<file path="src/rtl/axi_l2_print_eoc_ctrl.sv">
// axi_l2_print_eoc_ctrl: passive AXI write snoop; decodes stdout/stderr/EOC
// mailbox writes into registered one-cycle event pulses.
// Ports: clk_i, rst_ni; AW snoop (aw_valid_i, aw_ready_i, aw_addr_i,
// aw_len_i); W snoop (w_valid_i, w_ready_i, w_data_i, w_last_i);
// events stdout_valid_o/stdout_char_o, stderr_valid_o/stderr_code_o,
// eoc_valid_o/exit_code_o; sticky done_o, overflow_o, proto_err_o.
// Option: define AXI_L2_PRINT_DISPLAY_EN to echo events via $write/$display.
module axi_l2_print_eoc_ctrl #(
  parameter int ADDR_W = 32,
  parameter int DATA_W = 32,
  parameter int DEPTH  = 4,
  parameter logic [ADDR_W-1:0] STDERR_ADDR = 32'h2FFF_0000,
  parameter logic [ADDR_W-1:0] STDOUT_ADDR = 32'h2FFF_0004,
  parameter logic [ADDR_W-1:0] EOC_ADDR    = 32'h2C03_0000
) (
  input  logic              clk_i,
  input  logic              rst_ni,
  input  logic              aw_valid_i,
  input  logic              aw_ready_i,
  input  logic [ADDR_W-1:0] aw_addr_i,
  input  logic [7:0]        aw_len_i,
  input  logic              w_valid_i,
  input  logic              w_ready_i,
  input  logic [DATA_W-1:0] w_data_i,
  input  logic              w_last_i,
  output logic              stdout_valid_o,
  output logic [7:0]        stdout_char_o,
  output logic              stderr_valid_o,
  output logic [7:0]        stderr_code_o,
  output logic              eoc_valid_o,
  output logic [31:0]       exit_code_o,
  output logic              done_o,
  output logic              overflow_o,
  output logic              proto_err_o
);

  localparam int LB = $clog2(DATA_W/8);
  localparam int NW = DATA_W/32;
  localparam int IW = (NW > 1) ? $clog2(NW) : 1;
  localparam int PW = $clog2(DEPTH);

  typedef enum logic [1:0] {
    CL_OTHER, CL_STDOUT, CL_STDERR, CL_EOC
  } cls_e;

  typedef enum logic {IDLE, BURST} state_e;

  typedef struct packed {
    cls_e          cls;
    logic [IW-1:0] idx;
    logic [7:0]    len;
  } ent_t;

  ent_t        mem [DEPTH];
  logic [PW:0] wr_ptr, rd_ptr;
  state_e      state, state_n;
  logic [7:0]  cnt, cnt_n;

  logic aw_hs, w_hs, empty, full;
  logic bypass, beat, first, last;
  logic push_req, push, pop;
  logic ovf_set, perr_set;
  logic so_fire, se_fire, eoc_fire;
  logic [IW-1:0] aw_idx;
  logic [31:0]   word;
  ent_t in_ent, cur;

  assign aw_hs = aw_valid_i & aw_ready_i;
  assign w_hs  = w_valid_i & w_ready_i;
  assign empty = (wr_ptr == rd_ptr);
  assign full  = (wr_ptr[PW-1:0] == rd_ptr[PW-1:0])
               & (wr_ptr[PW] != rd_ptr[PW]);

  if (NW > 1) begin : g_idx
    assign aw_idx = aw_addr_i[LB-1:2];
  end else begin : g_noidx
    assign aw_idx = '0;
  end

  always_comb begin
    in_ent.cls = CL_OTHER;
    in_ent.idx = aw_idx;
    in_ent.len = aw_len_i;
    unique case (1'b1)
      (aw_addr_i == STDOUT_ADDR): in_ent.cls = CL_STDOUT;
      (aw_addr_i == STDERR_ADDR): in_ent.cls = CL_STDERR;
      (aw_addr_i == EOC_ADDR):    in_ent.cls = CL_EOC;
      default:                    in_ent.cls = CL_OTHER;
    endcase
  end

  // Empty FIFO plus same-cycle AW/W: the beat rides the incoming AW.
  assign bypass = empty & aw_hs & w_hs;
  assign cur    = bypass ? in_ent : mem[rd_ptr[PW-1:0]];
  assign beat   = w_hs & (~empty | aw_hs);
  assign first  = (state == IDLE);
  assign last   = first ? (cur.len == 8'd0) : (cnt == cur.len);

  assign pop      = beat & last & ~bypass;
  assign push_req = aw_hs & ~(bypass & (in_ent.len == 8'd0));
  assign push     = push_req & (~full | pop);
  assign ovf_set  = push_req & full & ~pop;
  assign perr_set = (w_hs & empty & ~aw_hs)
                  | (beat & (w_last_i != last));

  always_comb begin
    word = '0;
    for (int i = 0; i < NW; i++)
      if (cur.idx == IW'(i)) word = w_data_i[i*32 +: 32];
  end

  assign so_fire  = beat & first & (cur.cls == CL_STDOUT)
                  & (word[7:0] != 8'd0);
  assign se_fire  = beat & first & (cur.cls == CL_STDERR)
                  & (word[7:0] != 8'd0);
  assign eoc_fire = beat & first & (cur.cls == CL_EOC)
                  & (word != 32'd0);

  always_comb begin
    state_n = state;
    cnt_n   = cnt;
    if (beat) begin
      unique case (state)
        IDLE: begin
          if (cur.len != 8'd0) begin
            state_n = BURST;
            cnt_n   = 8'd1;
          end
        end
        BURST: begin
          if (cnt == cur.len) begin
            state_n = IDLE;
            cnt_n   = 8'd0;
          end else begin
            cnt_n = cnt + 8'd1;
          end
        end
        default: begin
          state_n = IDLE;
          cnt_n   = 8'd0;
        end
      endcase
    end
  end

  always_ff @(posedge clk_i) begin
    if (push) mem[wr_ptr[PW-1:0]] <= in_ent;
  end

  always_ff @(posedge clk_i or negedge rst_ni) begin
    if (!rst_ni) begin
      state  <= IDLE;
      cnt    <= 8'd0;
      wr_ptr <= '0;
      rd_ptr <= '0;
    end else begin
      state <= state_n;
      cnt   <= cnt_n;
      if (push) wr_ptr <= wr_ptr + 1'b1;
      if (pop)  rd_ptr <= rd_ptr + 1'b1;
    end
  end

  always_ff @(posedge clk_i or negedge rst_ni) begin
    if (!rst_ni) begin
      stdout_valid_o <= 1'b0;
      stdout_char_o  <= 8'd0;
      stderr_valid_o <= 1'b0;
      stderr_code_o  <= 8'd0;
      eoc_valid_o    <= 1'b0;
      exit_code_o    <= 32'd0;
      done_o         <= 1'b0;
      overflow_o     <= 1'b0;
      proto_err_o    <= 1'b0;
    end else begin
      stdout_valid_o <= so_fire;
      stderr_valid_o <= se_fire;
      eoc_valid_o    <= eoc_fire;
      if (so_fire)  stdout_char_o <= word[7:0];
      if (se_fire)  stderr_code_o <= word[7:0];
      if (eoc_fire) begin
        exit_code_o <= word;
        done_o      <= 1'b1;
      end
      if (ovf_set)  overflow_o  <= 1'b1;
      if (perr_set) proto_err_o <= 1'b1;
    end
  end

`ifdef AXI_L2_PRINT_DISPLAY_EN
  always @(posedge clk_i) begin
    if (stdout_valid_o) $write("%c", stdout_char_o);
    if (stderr_valid_o) $display("stderr code %0d", stderr_code_o);
    if (eoc_valid_o)    $display("exit code %0d", exit_code_o);
  end
`endif

endmodule

</file>
<file path="config.mk">
export PLATFORM = sky130hd
export DESIGN_NAME = axi_l2_print_eoc_ctrl
export DESIGN_NICKNAME = d
export VERILOG_FILES = /design/src/rtl/axi_l2_print_eoc_ctrl.sv
export SDC_FILE = /design/constraint.sdc
export NUM_CORES = 1
export LEC_CHECK = 0
export ABC_AREA = 1
export CAP_MARGIN = 30
export CORE_UTILIZATION = 33
export DETAILED_ROUTE_END_ITERATION = 10
export PLACE_DENSITY_LB_ADDON = 0.15
export SLEW_MARGIN = 10
export SYNTH_ARGS = -nofsm -noshare
export SYNTH_HDL_FRONTEND = slang
export SYNTH_SLANG_ARGS = --single-unit
</file>
<file path="constraint.sdc">
create_clock -name clk_i -period 3.45 [get_ports clk_i]
set_clock_uncertainty 0.15 [all_clocks]
set_input_delay 0.345 -clock clk_i [delete_from_list [all_inputs] [get_ports clk_i]]
set_output_delay 0.345 -clock clk_i [all_outputs]
set_load 0.02 [all_outputs]
</file>
==> impl_summary.txt <==
----------------------------------------------------
[Critical path]
  Crit path arrival time ... 2.95 ns
  Highest net fanout along the worst path ... 14
  Reg-to-Reg End ... mem[1][1]$_DFFE_PP_
  FF-to-FF setup slack ... 0.40 ns
  Worst Setup Path Type ... register to register
  CP endpoint kind ... register
  R2R cell count ... 15
  Capture point of the worst path ... mem[1][1]$_DFFE_PP_
  Category of the worst setup path launch point ... register
  Worst endpoint required time ... 3.36 ns
  Startpoint of the most critical register-to-register path ... wr_ptr[0]$_DFFE_PN0P_
  Launch point of the worst path ... wr_ptr[0]$_DFFE_PN0P_

[STA]
  Slew Limit Headroom ... 0.574
  Slew at the pin closest to its max-slew limit ... 0.639 ns
  Setup repair after global routing missed its margin ... false
  Number of pins exceeding their max-slew limit in the final report ... 0
  Fraction of the cycle the final worst path needs ... 0.884
  Final setup violating endpoints ... 0
  Setup TNS ... 0 ns
  Setup slack after layout ... 0.402 ns
  Count of endpoints failing hold in the final timing report ... 0
  Maximum frequency from static timing analysis ... 328 MHz
  Post-layout min period ... 3.05 ns

[Clocking]
  Number of sinks driven by the clock tree ... 109
  CTS tree ... yes
  Clk Tree Root Cell ... clkbuf_16
  Worst-skew pair later-pin latency ... 0.35 ns
  Clock buffers created by TritonCTS ... 9
  Number of buffers on the longest clock path ... 2
  Post-cts sizing count ... 0
  Number of H-tree branching levels ... 3
  Clock-pin transition on the worst setup and hold timing paths ... 0.07 ns

[Layout]
  Share of post-route cells with drive strength above 1 ... 0.0858
  Finished Cell Area ... 0.00712 mm²
  Commonest non-fill, non-tap cell in the layout ... nand2_1
  Net count reported at finish ... 803
  Commonest cells after routing, fill and taps aside ... nand2_1, clkdlybuf4s50_1, inv_1, dfrtp_1, o21ai_0
  Fill count ... 1475
  Number of antenna cells inserted ... 0
  Area delta synth->final ... 36.2%

[Power]
  Power per Cell Area ... 677 mW/mm²
  Design Power ... 4820 µW
  Peak supply drop ... 0.407 mV
  Leakage power ... 0.00317 µW

[Drt]
  Detailed Routing Iterations Pass 1 ... 4
  Overall routed net length ... 13.4 mm
  Post-DR vias/cell ... 4.60
  WL/cell ... 14.3 µm
  Post-DRT Antenna Nets ... 0
  Post-route DRC ... 0
  Count of vias placed by the detailed router ... 4299
  Starting DRC count in detailed routing ... 222

[Die]
  DIE HEIGHT ... 128 µm
  Die area ... 0.0163 mm²
  Placement row count ... 45
  Core area ... 0.0153 mm²
  Starting density of the core ... 0.341
  Ports placed on the boundary ... 133
  Chip Width ... 128 µm

[Placed design]
  Dpl ws ... 0.243 ns
  Port Buffer Count ... 132
  Placer's final routability congestion estimate ... 0.856
  Post-placement cell area ... 0.00681 mm²
  Detailed Place HPWL ... 10.0 mm

[Synthesis]
  Syn Area/Cell ... 9.04 µm²
  Syn Inst Count ... 578
  Number of synthesized register bits ... 109
  Count of yosys warnings during synthesis ... 0
  Post-Synthesis Net Count ... 663
  Yosys cell types ... 38
  Post-synthesis instance area ... 0.00523 mm²
  Sequential fraction of the synthesis area ... 0.560

[Global routing]
  Gr ovfl total ... 0
  First-pass GRT wire length ... 22.1 mm
  Number of antenna violations at the first check in global routing ... 0
  Via count of the first global-routing pass ... 4419
  Pin count of the biggest net entering global routing ... 46
  GRT Overall Usage ... 0.175

[Worst hold path]
  Worst Hold Path Cells ... 2
  Worst min-delay path category ... register to register

[Outcome]
  Status ... finished, final reports clean

[Flow run]
  Maximum capacitance violations ... 0

----------------------------------------------------
-- timing repair --
action / 4_1_cts / 5_1_grt
endpoints found under the hold margin: 21 / 0
hold buffers: 1 / 0
setup buffers: 0 / 0
-- per-layer routing --
metal / up-vias / routed length (µm) / GRT usage
li1: 2171 / - / -
met1: 2022 / 5750 / 0.210
met3: 10 / 976 / 0.0676
met2: 96 / 6580 / 0.299
met5: - / 0 / 0
met4: 0 / 96 / 0.0311
-- worst min-delay path by stage --
stage | from | to | slack, ns
CTS | overflow_o$_DFFE_PN0P_ | overflow_o$_DFFE_PN0P_ | 0.33
detailed placement | rst_ni | cnt[2]$_DFFE_PN0P_ | 0.25
global placement | rst_ni | cnt[1]$_DFFE_PN0P_ | 0.25
global route | overflow_o$_DFFE_PN0P_ | overflow_o$_DFFE_PN0P_ | 0.35
finish | overflow_o$_DFFE_PN0P_ | overflow_o$_DFFE_PN0P_ | 0.32
floorplan | rst_ni | cnt[0]$_DFFE_PN0P_ | -0.10
-- layout make-up --
| cell class | instances | area (µm²) | area share |
|---|---|---|---|
| clock buffer | 10 | 229 | 0.0322 |
| clock inverter | 6 | 67.6 | 0.00949 |
| inverter | 80 | 300 | 0.0422 |
| multi-input combinational | 369 | 1880 | 0.264 |
| sequential | 109 | 2930 | 0.411 |
| tap | 211 | 264 | 0.0371 |
| timing repair buffer | 149 | 1450 | 0.203 |
-- sequential cells by signal, summed over array words and instances, names as in the netlist, 3 cells and up --
signal / count
cnt: 8
exit_code_o: 32
mem: 40
rd_ptr: 3
stderr_code_o: 8
stdout_char_o: 8
wr_ptr: 3
-- per-stage QoR --
step                 util  std cells  hold slack, ns
finish              0.465        934           0.320
global route        0.465        934           0.348
CTS                 0.465        934           0.326
detailed placement  0.445        917           0.252
global placement    0.445        917           0.252
floorplan               -        578          -0.101
-- critical path: stages, from the launching register on --
cell and delay (ns):
dfrtp_1 0.44, inv_1 0.12, nand2_1 0.07, nand2_1 0.10
nor2_4 0.28, nand3_4 0.25, nand2_1 0.17, nand2_1 0.09
a21oi_1 0.21, nand4_1 0.12, nand2_1 0.12, nand3_4 0.11
nand2_4 0.10, nand2_4 0.08, nor2_2 0.12, buf_4 0.21
-- synthesized netlist by cell type --
master,instances,area (µm²)
a21oi_1,5,25.0
a21oi_2,1,8.76
a31oi_1,1,6.26
a32o_1,1,10.0
and2_1,1,6.26
and3_1,1,6.26
buf_2,6,30.0
buf_4,1,7.51
buf_6,4,45.0
clkbuf_1,9,33.8
dfrtp_1,69,1730
edfxtp_1,40,1200
ha_1,6,75.1
inv_1,77,289
inv_2,3,11.3
nand2_1,148,556
nand2_2,6,37.5
nand2_4,4,45.0
nand3_1,22,110
nand3_2,1,10.0
nand3_4,2,35.0
nand3b_1,2,15.0
nand4_1,23,144
nand4_2,2,25.0
nor2_1,33,124
nor2_2,4,25.0
nor2_4,3,33.8
nor3_1,5,25.0
nor4_1,8,50.1
o211ai_1,6,45.0
o21a_1,1,7.51
o21ai_0,62,310
o21ai_1,10,50.1
o221ai_1,1,8.76
or2_2,3,18.8
xnor2_1,1,8.76
xnor2_2,1,16.3
xor2_1,5,43.8
-- power by group --
group          internal, µW  switching [µW]  total [µW]
Sequential             1680             227        1910
Clock                   511             509        1020
Combinational           820            1070        1890
Total                  3010            1810        4820
-- logic make-up (layout without fill, tap and decap cells) --
kind of cell,Yosys count,count (layout),share of synthesized area
adders and majority gates,6,6,0.0144
xor gates and xnor gates,7,7,0.0132
DFF,109,109,0.560
buffers and inverters,100,245,0.0797
AOI/OAI and AO/OA,88,88,0.0903
and+or+nand+nor,268,268,0.242
Power figures use the tool's default switching activity.
